<file path="src/rtl/video_pkg.sv">
// Shared types and constants for the video layer compositor.
// rgb_t is width-parameterised, so it is declared next to DATA_W inside the users.
package video_pkg;

    localparam int unsigned LAT_W      = 4;
    localparam int unsigned MAX_LAYERS = 8;

    typedef struct packed {
        logic hs;
        logic vs;
        logic ad;
        logic nf;
    } strobe_t;

    // Latency field idx of a packed LAT_W-per-layer table, layer 0 in the LSBs.
    function automatic int unsigned lat_of(input logic [MAX_LAYERS*LAT_W-1:0] lats,
                                           input int unsigned idx);
        return 32'(lats[idx*LAT_W +: LAT_W]);
    endfunction

endpackage

</file>
<file path="src/rtl/video_layer_mux_if.sv">
// Pixel-domain signal bundle of video_layer_mux: undelayed timing strobes,
// per-layer RGB, frame configuration inputs and the composited output.
interface video_layer_mux_if #(
    parameter int unsigned NUM_LAYERS = 2,
    parameter int unsigned DATA_W     = 8
);
    localparam int unsigned SEL_W = (NUM_LAYERS > 1) ? $clog2(NUM_LAYERS) : 1;

    logic                           hs_in;
    logic                           vs_in;
    logic                           ad_in;
    logic                           nf_in;
    logic [NUM_LAYERS*3*DATA_W-1:0] layer_rgb_in;
    logic [SEL_W-1:0]               sel_in;
    logic                           key_mode_in;
    logic [3*DATA_W-1:0]            key_color_in;

    logic [3*DATA_W-1:0]            rgb_out;
    logic                           hs_out;
    logic                           vs_out;
    logic                           ad_out;
    logic                           nf_out;

    modport master (
        output hs_in, vs_in, ad_in, nf_in, layer_rgb_in, sel_in, key_mode_in, key_color_in,
        input  rgb_out, hs_out, vs_out, ad_out, nf_out
    );

    modport slave (
        input  hs_in, vs_in, ad_in, nf_in, layer_rgb_in, sel_in, key_mode_in, key_color_in,
        output rgb_out, hs_out, vs_out, ad_out, nf_out
    );

endinterface

</file>
<file path="src/rtl/video_layer_mux_delay_line.sv">
// Fixed-depth register delay line with asynchronous clear; DEPTH = 0 is a plain wire.
module delay_line #(
    parameter int unsigned WIDTH = 1,
    parameter int unsigned DEPTH = 1
) (
    input  logic             clk_i,
    input  logic             rst_ni,
    input  logic [WIDTH-1:0] d_i,
    output logic [WIDTH-1:0] q_o
);

    if (DEPTH == 0) begin : g_wire
        logic unused_clk_rst;
        assign unused_clk_rst = clk_i ^ rst_ni;
        assign q_o = d_i;
    end else begin : g_regs
        logic [DEPTH-1:0][WIDTH-1:0] pipe_q;

        always_ff @(posedge clk_i or negedge rst_ni) begin
            if (!rst_ni) begin
                pipe_q <= '0;
            end else begin
                pipe_q[0] <= d_i;
                for (int unsigned i = 1; i < DEPTH; i++) begin
                    pipe_q[i] <= pipe_q[i-1];
                end
            end
        end

        assign q_o = pipe_q[DEPTH-1];
    end

endmodule

</file>
<file path="src/rtl/video_layer_mux.sv">
// Frame-synchronous RGB layer compositor: realigns NUM_LAYERS streams and the timing
// strobes to MAX_LAT+1 cycles. Define VIDEO_LAYER_MUX_KEY_EN for colour-key overlay mode.
module video_layer_mux
    import video_pkg::*;
#(
    parameter int unsigned                  NUM_LAYERS = 2,
    parameter int unsigned                  DATA_W     = 8,
    parameter int unsigned                  MAX_LAT    = 4,
    parameter logic [NUM_LAYERS*LAT_W-1:0]  LAYER_LAT  = {4'd2, 4'd0}
) (
    input logic              clk_in,
    input logic              rst_n_in,
    video_layer_mux_if.slave vif
);

    localparam int unsigned SEL_W = (NUM_LAYERS > 1) ? $clog2(NUM_LAYERS) : 1;
    localparam int unsigned PIX_W = 3 * DATA_W;
    localparam logic [MAX_LAYERS*LAT_W-1:0] LAT_ALL = (MAX_LAYERS*LAT_W)'(LAYER_LAT);

    typedef struct packed {
        logic [DATA_W-1:0] r;
        logic [DATA_W-1:0] g;
        logic [DATA_W-1:0] b;
    } rgb_t;

    typedef struct packed {
        logic [SEL_W-1:0] sel;
        logic             key_mode;
        rgb_t             key;
    } cfg_t;

    localparam int unsigned CFG_W = $bits(cfg_t);

    cfg_t                  shadow_q, shadow_d, cfg_al;
    strobe_t               strb_in, strb_al, strb_q;
    rgb_t [NUM_LAYERS-1:0] pix_al;
    rgb_t                  rgb_d, rgb_q;

    assign strb_in = '{hs: vif.hs_in, vs: vif.vs_in, ad: vif.ad_in, nf: vif.nf_in};

    // Shadow reloads on nf_in; the combinational next value feeds the delay line so a
    // config presented alongside nf_in already governs that frame's first pixel.
    always_comb begin
        shadow_d = shadow_q;
        if (vif.nf_in) begin
            if ({{(32-SEL_W){1'b0}}, vif.sel_in} < NUM_LAYERS) begin
                shadow_d.sel = vif.sel_in;
            end
`ifdef VIDEO_LAYER_MUX_KEY_EN
            shadow_d.key_mode = vif.key_mode_in;
            shadow_d.key      = vif.key_color_in;
`endif
        end
    end

`ifndef VIDEO_LAYER_MUX_KEY_EN
    logic unused_key;
    assign unused_key = ^{vif.key_mode_in, vif.key_color_in, cfg_al.key_mode, cfg_al.key};
`endif

    always_ff @(posedge clk_in or negedge rst_n_in) begin
        if (!rst_n_in) begin
            shadow_q <= '0;
        end else begin
            shadow_q <= shadow_d;
        end
    end

    delay_line #(
        .WIDTH (CFG_W),
        .DEPTH (MAX_LAT)
    ) u_cfg_dly (
        .clk_i  (clk_in),
        .rst_ni (rst_n_in),
        .d_i    (shadow_d),
        .q_o    (cfg_al)
    );

    delay_line #(
        .WIDTH ($bits(strobe_t)),
        .DEPTH (MAX_LAT)
    ) u_strb_dly (
        .clk_i  (clk_in),
        .rst_ni (rst_n_in),
        .d_i    (strb_in),
        .q_o    (strb_al)
    );

    for (genvar i = 0; i < NUM_LAYERS; i++) begin : g_layer
        localparam int unsigned LAT = lat_of(LAT_ALL, i);

        delay_line #(
            .WIDTH (PIX_W),
            .DEPTH (MAX_LAT - LAT)
        ) u_pix_dly (
            .clk_i  (clk_in),
            .rst_ni (rst_n_in),
            .d_i    (vif.layer_rgb_in[i*PIX_W +: PIX_W]),
            .q_o    (pix_al[i])
        );
    end

    always_comb begin
        rgb_d = pix_al[cfg_al.sel];
`ifdef VIDEO_LAYER_MUX_KEY_EN
        // Overlay: layer 0 is the backdrop, any higher non-keyed layer covers it.
        if (cfg_al.key_mode) begin
            rgb_d = pix_al[0];
            for (int unsigned i = 1; i < NUM_LAYERS; i++) begin
                if (pix_al[i] != cfg_al.key) begin
                    rgb_d = pix_al[i];
                end
            end
        end
`endif
        if (!strb_al.ad) begin
            rgb_d = '0;
        end
    end

    always_ff @(posedge clk_in or negedge rst_n_in) begin
        if (!rst_n_in) begin
            rgb_q  <= '0;
            strb_q <= '0;
        end else begin
            rgb_q  <= rgb_d;
            strb_q <= strb_al;
        end
    end

    assign vif.rgb_out = rgb_q;
    assign vif.hs_out  = strb_q.hs;
    assign vif.vs_out  = strb_q.vs;
    assign vif.ad_out  = strb_q.ad;
    assign vif.nf_out  = strb_q.nf;

endmodule

</file>
<file path="src/flat_wrapper.sv">
// flat-port wrapper written by rule: the top's interface ports become plain ports
module video_layer_mux_flat import video_pkg::*;
#(
    parameter int unsigned                  NUM_LAYERS = 2,
    parameter int unsigned                  DATA_W     = 8,
    parameter int unsigned                  MAX_LAT    = 4,
    parameter logic [NUM_LAYERS*LAT_W-1:0]  LAYER_LAT  = {4'd2, 4'd0}
)
  (clk_in, rst_n_in, vif_hs_in, vif_vs_in, vif_ad_in, vif_nf_in, vif_layer_rgb_in, vif_sel_in, vif_key_mode_in, vif_key_color_in, vif_rgb_out, vif_hs_out, vif_vs_out, vif_ad_out, vif_nf_out);
  video_layer_mux_if #(.NUM_LAYERS(NUM_LAYERS), .DATA_W(DATA_W)) vif_i ();
  input logic clk_in;
  input logic rst_n_in;
  input wire logic [$bits(vif_i.hs_in)-1:0] vif_hs_in;
  input wire logic [$bits(vif_i.vs_in)-1:0] vif_vs_in;
  input wire logic [$bits(vif_i.ad_in)-1:0] vif_ad_in;
  input wire logic [$bits(vif_i.nf_in)-1:0] vif_nf_in;
  input wire logic [$bits(vif_i.layer_rgb_in)-1:0] vif_layer_rgb_in;
  input wire logic [$bits(vif_i.sel_in)-1:0] vif_sel_in;
  input wire logic [$bits(vif_i.key_mode_in)-1:0] vif_key_mode_in;
  input wire logic [$bits(vif_i.key_color_in)-1:0] vif_key_color_in;
  output wire logic [$bits(vif_i.rgb_out)-1:0] vif_rgb_out;
  output wire logic [$bits(vif_i.hs_out)-1:0] vif_hs_out;
  output wire logic [$bits(vif_i.vs_out)-1:0] vif_vs_out;
  output wire logic [$bits(vif_i.ad_out)-1:0] vif_ad_out;
  output wire logic [$bits(vif_i.nf_out)-1:0] vif_nf_out;
  assign vif_i.hs_in = vif_hs_in;
  assign vif_i.vs_in = vif_vs_in;
  assign vif_i.ad_in = vif_ad_in;
  assign vif_i.nf_in = vif_nf_in;
  assign vif_i.layer_rgb_in = vif_layer_rgb_in;
  assign vif_i.sel_in = vif_sel_in;
  assign vif_i.key_mode_in = vif_key_mode_in;
  assign vif_i.key_color_in = vif_key_color_in;
  assign vif_rgb_out = vif_i.rgb_out;
  assign vif_hs_out = vif_i.hs_out;
  assign vif_vs_out = vif_i.vs_out;
  assign vif_ad_out = vif_i.ad_out;
  assign vif_nf_out = vif_i.nf_out;
  video_layer_mux #(.NUM_LAYERS(NUM_LAYERS), .DATA_W(DATA_W), .MAX_LAT(MAX_LAT), .LAYER_LAT(LAYER_LAT)) u_core (.clk_in(clk_in), .rst_n_in(rst_n_in), .vif(vif_i));
endmodule
</file>
<file path="config.mk">
export PLATFORM = sky130hd
export DESIGN_NAME = video_layer_mux_flat
export DESIGN_NICKNAME = d
export VERILOG_FILES = /design/src/rtl/video_pkg.sv /design/src/rtl/video_layer_mux_if.sv /design/src/rtl/video_layer_mux_delay_line.sv /design/src/rtl/video_layer_mux.sv /design/src/flat_wrapper.sv
export SDC_FILE = /design/constraint.sdc
export NUM_CORES = 1
export LEC_CHECK = 0
export CELL_PAD_IN_SITES_DETAIL_PLACEMENT = 0
export CELL_PAD_IN_SITES_GLOBAL_PLACEMENT = 1
export CORE_UTILIZATION = 42
export CTS_CLUSTER_SIZE = 16
export DETAILED_ROUTE_END_ITERATION = 10
export GPL_TIMING_DRIVEN = 0
export HOLD_SLACK_MARGIN = 0.02
export PLACE_DENSITY = 0.86
export SYNTH_ARGS = -nofsm -noshare
export SYNTH_HDL_FRONTEND = slang
export SYNTH_SLANG_ARGS = --single-unit
</file>
<file path="constraint.sdc">
create_clock -name clk_in -period 1.1 [get_ports clk_in]
set_input_delay 0.22 -clock clk_in [delete_from_list [all_inputs] [get_ports clk_in]]
set_output_delay 0.22 -clock clk_in [all_outputs]
set_load 0.03 [all_outputs]
</file>
==> results of run 1 <==
-- final timing paths --
path / to / cells after the start / startpoint / slack, ps
max: vif_hs_out / 1 / u_core.vif.hs_out / -90
min: u_core.g_layer[0].u_pix_dly.g_regs.pipe_q[40] / 1 / rst_n_in / -180
max reg2reg: u_core.vif.rgb_out[6] / 4 / u_core.u_cfg_dly.q_o[25] / 60
min reg2reg: u_core.g_layer[0].u_pix_dly.g_regs.pipe_q[68] / 0 / u_core.g_layer[0].u_pix_dly.g_regs.pipe_q[44] / 340
max in group asynchronous: u_core.g_layer[0].u_pix_dly.g_regs.pipe_q[32] / 2 / rst_n_in / 430
min in group clk_in: u_core.g_layer[0].u_pix_dly.g_regs.pipe_q[20] / 1 / vif_layer_rgb_in[20] / 230
-- logic make-up after synthesis --
| logic type | share of synthesized area |
|---|---|
| flops | 0.913 |
| simple gates | 0.0285 |
| buf+inv | 0.0112 |
| mux | 0.0478 |
-- registers in the layout, indices dropped and copies added (netlist names) --
name / flops
u_core.vif.vs_out: 1
u_core.u_strb_dly.g_regs.pipe_q: 12
u_core.u_cfg_dly.q_o: 1
u_core.vif.nf_out: 1
u_core.u_cfg_dly.g_regs.pipe_q: 3
u_core.vif.ad_out: 1
u_core.vif.rgb_out: 24
u_core.g_layer.u_pix_dly.q_o: 48
u_core.vif.hs_out: 1
u_core.g_layer.u_pix_dly.g_regs.pipe_q: 96
u_core.u_strb_dly.q_o: 4
-- layout by cell type, fill, tap and decap left out, types with 3 or more instances in the layout --
cell type / synthesis / routed
nor2b_1: 24 / 24
bufinv_16: 0 / 3
clkbuf_16: 0 / 17
dfrtp_1: 192 / 192
buf_6: 1 / 29
mux2i_1: 24 / 23
clkdlybuf4s50_1: 0 / 53
clkinv_4: 0 / 3
-- repair_timing --
item                                   CTS  global route
endpoints found under the hold margin  102           102
setup endpoints to repair               28            48
setup buffers                            0             0
resized for setup                      196             5
-- through the flow --
stage                     utilization  TNS (ps)  setup WS [ps]  power (µW)  hold slack [ps]
after global placement          0.520  -1395430          -7270        8530              331
after CTS                       0.575     -2450           -115       14800             -173
final                           0.576     -1480          -87.2       14600             -179
after global routing            0.576     -2600           -132       15200             -128
after detailed placement        0.523     -8480           -144        8570              295
after floorplan                     -         0            171        8010            -75.6
-- layer usage --
metal / routed length [µm] / vias up / track usage
met5: 0 / - / 0
met1: 2690 / 1063 / 0.136
li1: - / 983 / -
met2: 3550 / 64 / 0.194
met4: 163 / 0 / 0.0857
met3: 391 / 16 / 0.0521
-- Yosys cell counts --
library cell    n  area share
nor2b_1        24       0.029
buf_12          2      0.0076
dfrtp_1       192        0.91
clkbuf_1        2      0.0014
buf_6           1      0.0021
mux2i_1        24       0.046
mux2_2          1      0.0021
-- power groups by stage --
stage          logic [µW]  registers (µW)  clock network, µW
4_1_cts               904            7570               6330
3_5_place_dp          885            7690                  0
6_report              886            7570               6120
3_3_place_gp          856            7680                  0
5_1_grt               962            7600               6590
2_1_floorplan         202            7810                  0
-- final cells by class --
class                      instances  area [µm²]
fill                             926        5140
sequential                       192        4800
timing repair buffer              83         888
clock buffer                      20         447
multi-input combinational         49         405
tap                              168         210
clock inverter                    12         159
buffer                             5        61.3
==> results.py, run 1 <==
metrics = {
    "cells_and_area": {
        "n_antenna_cell": 0,
        "stdcell_count": 529,
        "final_area_um2": 6980,
        "drive_gt1_frac": 0.186,
        "final_nets": 428,
        "flow.area_growth_from_synthesis_pct": 32.5,
    },
    "sta": {
        "period_needed_ps": 1190,
        "whs_ps": -179,
        "final_hold_viol_count": 102,
        "max_freq_mhz": 842,
        "slew_headroom": 0.512,
        "setup_slack_ps": -87.2,
        "tightest_slew_ps": 732,
        "fin_crit_sh": 1.08,
        "maxSlewViolCount": 0,
        "setup_violations": 28,
        "rsz0062_at_grt": "true",
        "fin_skew_ps": 4.55,
    },
    "power_and_ir_drop": {
        "vdd_drop_max_uv": 1130,
        "power_frac_clock": 0.420,
        "p_seq_frac": 0.519,
        "combinationalPowerShare": 0.061,
        "switchingPower_uw": 3030,
        "p_int_uw": 11500,
        "p_per_area_nw_per_um2": 2090,
        "swShare": 0.208,
        "p_leak_uw": 0.00318,
    },
    "critical_path": {
        "startpoint_type": "register",
        "path_class": "reg2out",
        "path_cells": "buf_6",
        "path_buf_inv": 1,
        "critical_path_required_ps": 880,
        "crit_slowest_cell": "dfrtp_1",
        "critPathArrivalTime_ps": 970,
        "worstPathMaxFanout": 1,
        "cp-end-kind": "primary output",
        "slowest_delay_ps": 390,
        "crit_family": "flip-flops",
    },
    "grt": {
        "grt_first_pass_wirelength_um": 11100,
        "antenna_found_initial": 0,
        "grt_usage": 0.123,
        "grt_max_degree": 104,
        "grt_pass1_vias": 2254,
        "grt-ovfl-total": 0,
    },
    "placed_design": {
        "gp_congestion": 0.672,
        "dp_cells": 497,
        "portBuffers": 82,
        "dpl.hpwl_um": 4070,
        "placed_area_um2": 6330,
    },
    "route": {
        "routed_via_density": 4.02,
        "drt_iter0_drc": 50,
        "drtAntennaViolNets": 0,
        "vias": 2126,
        "firstDrtPassIters": 3,
        "wl_per_cell_um": 12.8,
        "wl_um": 6790,
        "drc": 0,
    },
    "floorplanning": {
        "initial_utilization": 0.435,
        "ioPinCount": 108,
        "chipHeight_um": 114,
        "fp.dieW_um": 114,
        "rows": 40,
        "die_area_um2": 13000,
        "core_area_um2": 12100,
    },
    "clock_network": {
        "cts_made_buffers": 17,
        "cts.sinks": 192,
        "cts_tree": "yes",
        "cts_root_buf": "clkbuf_16",
        "clkLatencyLatePin_ps": 420,
        "cts.htree.levels": 4,
        "clock_tree.buffer_depth": 2,
        "clk_transition_reported_paths_ps": 60,
    },
    "logic_synthesis": {
        "yosysWarnings": 0,
        "synth_cells": 246,
        "synth_area_um2": 5270,
        "synth_seq_cells": 192,
        "synth_nets": 326,
        "avgSynthCellArea_um2": 21.4,
        "seq_area_frac_synth": 0.913,
        "ys_types": 7,
    },
    "min_path": {
        "hp-class": "in2async",
    },
    "status": {
        "status": "finished, violations left",
        "violations": "hold timing, setup timing",
    },
    "run": {
        "drv_cap": 0,
    },
}
(Power assumes the default switching activity.)
==> inputs of run 2 (changes only) <==
--- a/config.mk
+++ b/config.mk
@@ -13,6 +13,7 @@
 export GPL_TIMING_DRIVEN = 0
 export HOLD_SLACK_MARGIN = 0.02
 export PLACE_DENSITY = 0.86
+export REMOVE_ABC_BUFFERS = 1
 export SYNTH_ARGS = -nofsm -noshare
 export SYNTH_HDL_FRONTEND = slang
 export SYNTH_SLANG_ARGS = --single-unit
==> results.py, run 2 (synthesis gave the netlist of run 1 again) <==
metrics = {
    "status": {
        "status": "finished, violations left",
        "violations": "hold timing, setup timing",
    },
    "route": {
        "wl_um": 6790,
        "vias": 2172,
        "firstDrtPassIters": 2,
        "wl_per_cell_um": 12.9,
        "drtAntennaViolNets": 0,
        "drc": 0,
        "routed_via_density": 4.13,
        "drt_iter0_drc": 77,
    },
    "placed_design": {
        "portBuffers": 82,
        "gp_congestion": 0.638,
        "place_ws_ps": -562,
        "placed_area_um2": 6280,
        "dpl.hpwl_um": 4000,
    },
    "critical_path": {
        "crit_slowest_cell": "dfrtp_1",
        "critical_path_required_ps": 880,
        "path_buf_inv": 1,
        "crit_family": "flip-flops",
        "path_class": "reg2out",
        "critPathArrivalTime_ps": 940,
        "path_cells": "buf_6",
        "slowest_delay_ps": 380,
        "worstPathMaxFanout": 1,
        "startpoint_type": "register",
        "cp-end-kind": "primary output",
    },
    "cells_and_area": {
        "regArea_um2": 4810,
        "num-fill-cells": 923,
        "final_nets": 426,
        "utilization": 0.577,
        "multi_input_area_um2": 402,
        "final_cell_mix": "dfrtp_1, clkdlybuf4s50_1, buf_6",
        "final_common_cell": "dfrtp_1",
        "drive_gt1_frac": 0.187,
        "flow.area_growth_from_synthesis_pct": 32.7,
        "n_antenna_cell": 0,
        "largest_reg_flops": 96,
        "largest_register": "u_core.g_layer.u_pix_dly.g_regs.pipe_q",
        "final_area_um2": 6990,
    },
    "grt": {
        "grt_use_met3": 0.0452,
        "grt_max_degree": 110,
        "use_met2": 0.195,
        "gr-usage-met1": 0.134,
        "grt_first_pass_wirelength_um": 11200,
        "grt-busiest-layer": "met2",
        "grt_pass1_vias": 2341,
        "grt-ovfl-total": 0,
        "antenna_found_initial": 0,
        "grt_usage": 0.121,
    },
    "sta": {
        "period_needed_ps": 1160,
        "whs_ps": -238,
        "maxSlewViolCount": 0,
        "slew_headroom": 0.591,
        "setup_violations": 28,
        "rsz0062_at_grt": "true",
        "final_hold_viol_count": 83,
        "max_freq_mhz": 864,
        "fin_skew_ps": 5.55,
        "fin_crit_sh": 1.05,
        "tightest_slew_ps": 613,
        "setup_slack_ps": -57.4,
    },
    "clock_network": {
        "cts_made_buffers": 17,
        "cts.htree.levels": 4,
        "cts.sinks": 192,
        "clkLatencyLatePin_ps": 420,
        "clk_transition_reported_paths_ps": 60,
        "clock_tree.buffer_depth": 2,
        "cts_tree": "yes",
        "cts_root_buf": "clkbuf_16",
    },
    "floorplanning": {
        "chipHeight_um": 114,
        "die_area_um2": 13000,
        "initial_utilization": 0.435,
        "ioPinCount": 108,
        "rows": 40,
        "core_area_um2": 12100,
        "fp.dieW_um": 114,
    },
    "run": {
        "drv_cap": 0,
    },
    "power_and_ir_drop": {
        "p_leak_uw": 0.00319,
        "vdd_drop_max_uv": 1060,
        "p_per_area_nw_per_um2": 2120,
    },
    "min_path": {
        "hp-class": "in2async",
    },
}
[run 2: cell count changes in the layout (fill, tap and decap cells not counted), moves of 2 or more]
cell / change
clkbuf_1: -2
clkbuf_2: -2
clkinv_4: -2
dfrtp_1: -2
[run 2: final cells by class]
class / count / share of cell area
repair buffers: 86 / 0.133
well taps: 168 / 0.0301
clock buffers: 19 / 0.0648
clock inverters: 12 / 0.0258
flip-flops and latches: 192 / 0.689
multi-input cells: 49 / 0.0575
[run 2: path summary, 6_finish.rpt]
kind,from,to,slack (ps),cells after the start
worst max-delay path,u_core.vif.rgb_out[14],vif_rgb_out[14],-60,1
worst min-delay path,rst_n_in,u_core.g_layer[0].u_pix_dly.g_regs.pipe_q[23],-240,1
worst max register to register,u_core.u_cfg_dly.q_o[25],u_core.vif.rgb_out[0],80,3
worst min register to register,u_core.g_layer[0].u_pix_dly.g_regs.pipe_q[41],u_core.g_layer[0].u_pix_dly.g_regs.pipe_q[65],340,0
max in group asynchronous,rst_n_in,u_core.u_cfg_dly.q_o[25],410,2
min in group clk_in,vif_layer_rgb_in[37],u_core.g_layer[1].u_pix_dly.g_regs.pipe_q[13],230,1
[run 2: what timing repair did]
action,in CTS,in global routing
gates resized for setup,199,0
hold endpoints to repair,83,83
gates cloned,0,0
endpoints found under the setup margin,53,28
buffers inserted,2,0
[run 2: through the flow]
stage	setup TNS (ps)	total power [µW]	std cells	hold slack, ps
5_1_grt	-2330	15400	526	-183
6_report	-1230	14800	526	-238
2_1_floorplan	-7590	7970	241	-75.6
3_5_place_dp	-20360	8550	493	249
4_1_cts	-2080	15000	526	-208
3_3_place_gp	-1431070	8500	491	332
[run 2: metal layers]
metal / up-vias / share of wire / wire length (µm)
met5: - / 0 / 0
met4: 0 / 0.027 / 180
met3: 15 / 0.048 / 327
met2: 59 / 0.53 / 3600
met1: 1120 / 0.40 / 2680
li1: 978 / - / -
[run 2: where the power goes]
part / internal, µW / leakage, µW / switching (µW) / total [µW]
sequential: 7450 / 0.00227 / 134 / 7580
combinational: 438 / 0.000616 / 423 / 861
clock: 3930 / 0.000306 / 2440 / 6370
==> inputs of run 3 (changes only) <==
--- a/config.mk
+++ b/config.mk
@@ -5,14 +5,13 @@
 export SDC_FILE = /design/constraint.sdc
 export NUM_CORES = 1
 export LEC_CHECK = 0
-export CELL_PAD_IN_SITES_DETAIL_PLACEMENT = 0
-export CELL_PAD_IN_SITES_GLOBAL_PLACEMENT = 1
-export CORE_UTILIZATION = 42
+export CAP_MARGIN = 20
+export CORE_UTILIZATION = 45
 export CTS_CLUSTER_SIZE = 16
 export DETAILED_ROUTE_END_ITERATION = 10
 export GPL_TIMING_DRIVEN = 0
 export HOLD_SLACK_MARGIN = 0.02
-export PLACE_DENSITY = 0.86
+export PLACE_DENSITY = 0.81
 export REMOVE_ABC_BUFFERS = 1
 export SYNTH_ARGS = -nofsm -noshare
 export SYNTH_HDL_FRONTEND = slang
==> results.py, run 3 (synthesis gave the netlist of run 1 again) <==
metrics = {
    "cells_and_area": {
        "final_nets": 426,
        "largest_reg_flops": 96,
        "final_common_cell": "dfrtp_1",
        "utilization": 0.608,
        "num-fill-cells": 816,
        "drive_gt1_frac": 0.189,
        "n_antenna_cell": 0,
        "flow.area_growth_from_synthesis_pct": 31.8,
        "largest_register": "u_core.g_layer.u_pix_dly.g_regs.pipe_q",
        "final_cell_mix": "dfrtp_1, clkdlybuf4s50_1, buf_6",
    },
    "grt": {
        "grt-ovfl-total": 0,
        "grt_usage": 0.126,
        "grt_pass1_vias": 2235,
        "antenna_found_initial": 0,
        "grt_max_degree": 115,
        "grt_first_pass_wirelength_um": 10600,
    },
    "min_path": {
        "hp-class": "in2async",
    },
    "critical_path": {
        "cp-end-kind": "primary output",
        "path_cells": "buf_6",
        "path_buf_inv": 1,
        "slowest_delay_ps": 410,
        "critPathArrivalTime_ps": 970,
        "startpoint_type": "register",
        "crit_slowest_cell": "dfrtp_1",
        "crit_family": "flip-flops",
        "path_class": "reg2out",
        "critical_path_required_ps": 880,
        "worstPathMaxFanout": 1,
    },
    "power_and_ir_drop": {
        "p_seq_frac": 0.521,
        "p_int_uw": 11500,
        "total_power_uw": 14600,
        "swShare": 0.211,
        "power_frac_clock": 0.420,
        "vdd_drop_max_uv": 1340,
        "p_per_area_nw_per_um2": 2100,
        "combinationalPowerShare": 0.059,
        "p_leak_uw": 0.00317,
        "switchingPower_uw": 3080,
    },
    "sta": {
        "period_needed_ps": 1190,
        "slew_headroom": 0.628,
        "whs_ps": -238,
        "setup_slack_ps": -91.5,
        "tightest_slew_ps": 558,
        "fin_skew_ps": 4.82,
        "maxSlewViolCount": 0,
        "fin_crit_sh": 1.08,
        "rsz0062_at_grt": "true",
        "setup_violations": 28,
        "max_freq_mhz": 839,
        "final_hold_viol_count": 78,
    },
    "route": {
        "drt_iter0_drc": 75,
        "drtAntennaViolNets": 0,
        "wl_per_cell_um": 13.3,
        "wl_um": 6690,
        "routed_via_density": 4.26,
        "firstDrtPassIters": 4,
        "vias": 2140,
        "drc": 0,
    },
    "clock_network": {
        "cts.htree.levels": 4,
        "cts_root_buf": "clkbuf_16",
        "cts_tree": "yes",
        "cts_made_buffers": 17,
        "cts.sinks": 192,
        "clock_tree.buffer_depth": 2,
        "clkLatencyLatePin_ps": 420,
        "clk_transition_reported_paths_ps": 70,
    },
    "status": {
        "status": "finished, violations left",
        "violations": "hold timing, setup timing",
    },
    "floorplanning": {
        "ioPinCount": 108,
        "chipHeight_um": 110,
        "fp.dieW_um": 110,
        "core_area_um2": 11400,
        "rows": 39,
        "initial_utilization": 0.461,
        "die_area_um2": 12100,
    },
    "placed_design": {
        "place_ws_ps": -454,
        "gp_congestion": 0.661,
        "portBuffers": 82,
        "dpl.hpwl_um": 3950,
    },
    "run": {
        "drv_cap": 0,
    },
}
[run 3: changes by cell type in the layout (fill, tap and decap cells not counted)]
| cell | before | now |
|---|---|---|
| bufinv_16 | 4 | 3 |
| clkinvlp_4 | 2 | 4 |
| inv_6 | 3 | 5 |
| buf_16 | 1 | 2 |
| buf_8 | 2 | 1 |
| clkbuf_8 | 2 | 0 |
[run 3: per-layer routing]
layer  wire length (µm)  vias up  global-route usage
met2               3430       61               0.192
met4                159        0              0.0761
met1               2800     1090               0.150
li1                   -      976                   -
met5                  0        -                   0
met3                308       13              0.0535
[run 3: power by group through the flow]
stage	Sequential (µW)	Combinational [µW]	Clock [µW]
floorplan	7840	126	0
global placement	7730	763	0
detailed placement	7730	831	0
CTS	7590	890	6330
global route	7620	947	6590
finish	7590	867	6120
[run 3: area by class of cell]
cell class / count / area (µm²) / share of cell area
Tap cell: 143 / 179 / 0.0258
Timing Repair Buffer: 86 / 943 / 0.136
Clock buffer: 17 / 425 / 0.0613
Sequential cell: 192 / 4810 / 0.693
Clock inverter: 15 / 183 / 0.0263
Multi-Input combinational cell: 49 / 402 / 0.0579
[run 3: stage by stage]
| step | setup TNS (ps) | instance area, µm² | std cells |
|---|---|---|---|
| after floorplan | -7590 | 5210 | 241 |
| after global placement | -1422670 | 6210 | 466 |
| after detailed placement | -17860 | 6270 | 468 |
| after CTS | -2350 | 6940 | 502 |
| after global routing | -2600 | 6940 | 502 |
| final | -1430 | 6940 | 502 |
[run 3: worst paths after layout]
check | endpoint | depth (start not counted) | from | slack [ps]
max | vif_rgb_out[12] | 1 | u_core.vif.rgb_out[12] | -90
min | u_core.g_layer[0].u_pix_dly.q_o[4] | 1 | rst_n_in | -240
max reg2reg | u_core.vif.rgb_out[20] | 3 | u_core.u_cfg_dly.q_o[25] | 60
min reg2reg | u_core.g_layer[1].u_pix_dly.q_o[22] | 0 | u_core.g_layer[1].u_pix_dly.g_regs.pipe_q[22] | 340
max in group asynchronous | u_core.u_cfg_dly.q_o[25] | 2 | rst_n_in | 380
min in group clk_in | u_core.g_layer[1].u_pix_dly.g_regs.pipe_q[5] | 1 | vif_layer_rgb_in[29] | 240
[run 3: repair_timing]
| item | CTS | global route |
|---|---|---|
| setup buffers | 2 | 0 |
| hold endpoints to repair | 78 | 78 |
| pin swaps | 0 | 0 |
| endpoints found under the setup margin | 52 | 28 |
| resized for setup | 199 | 0 |
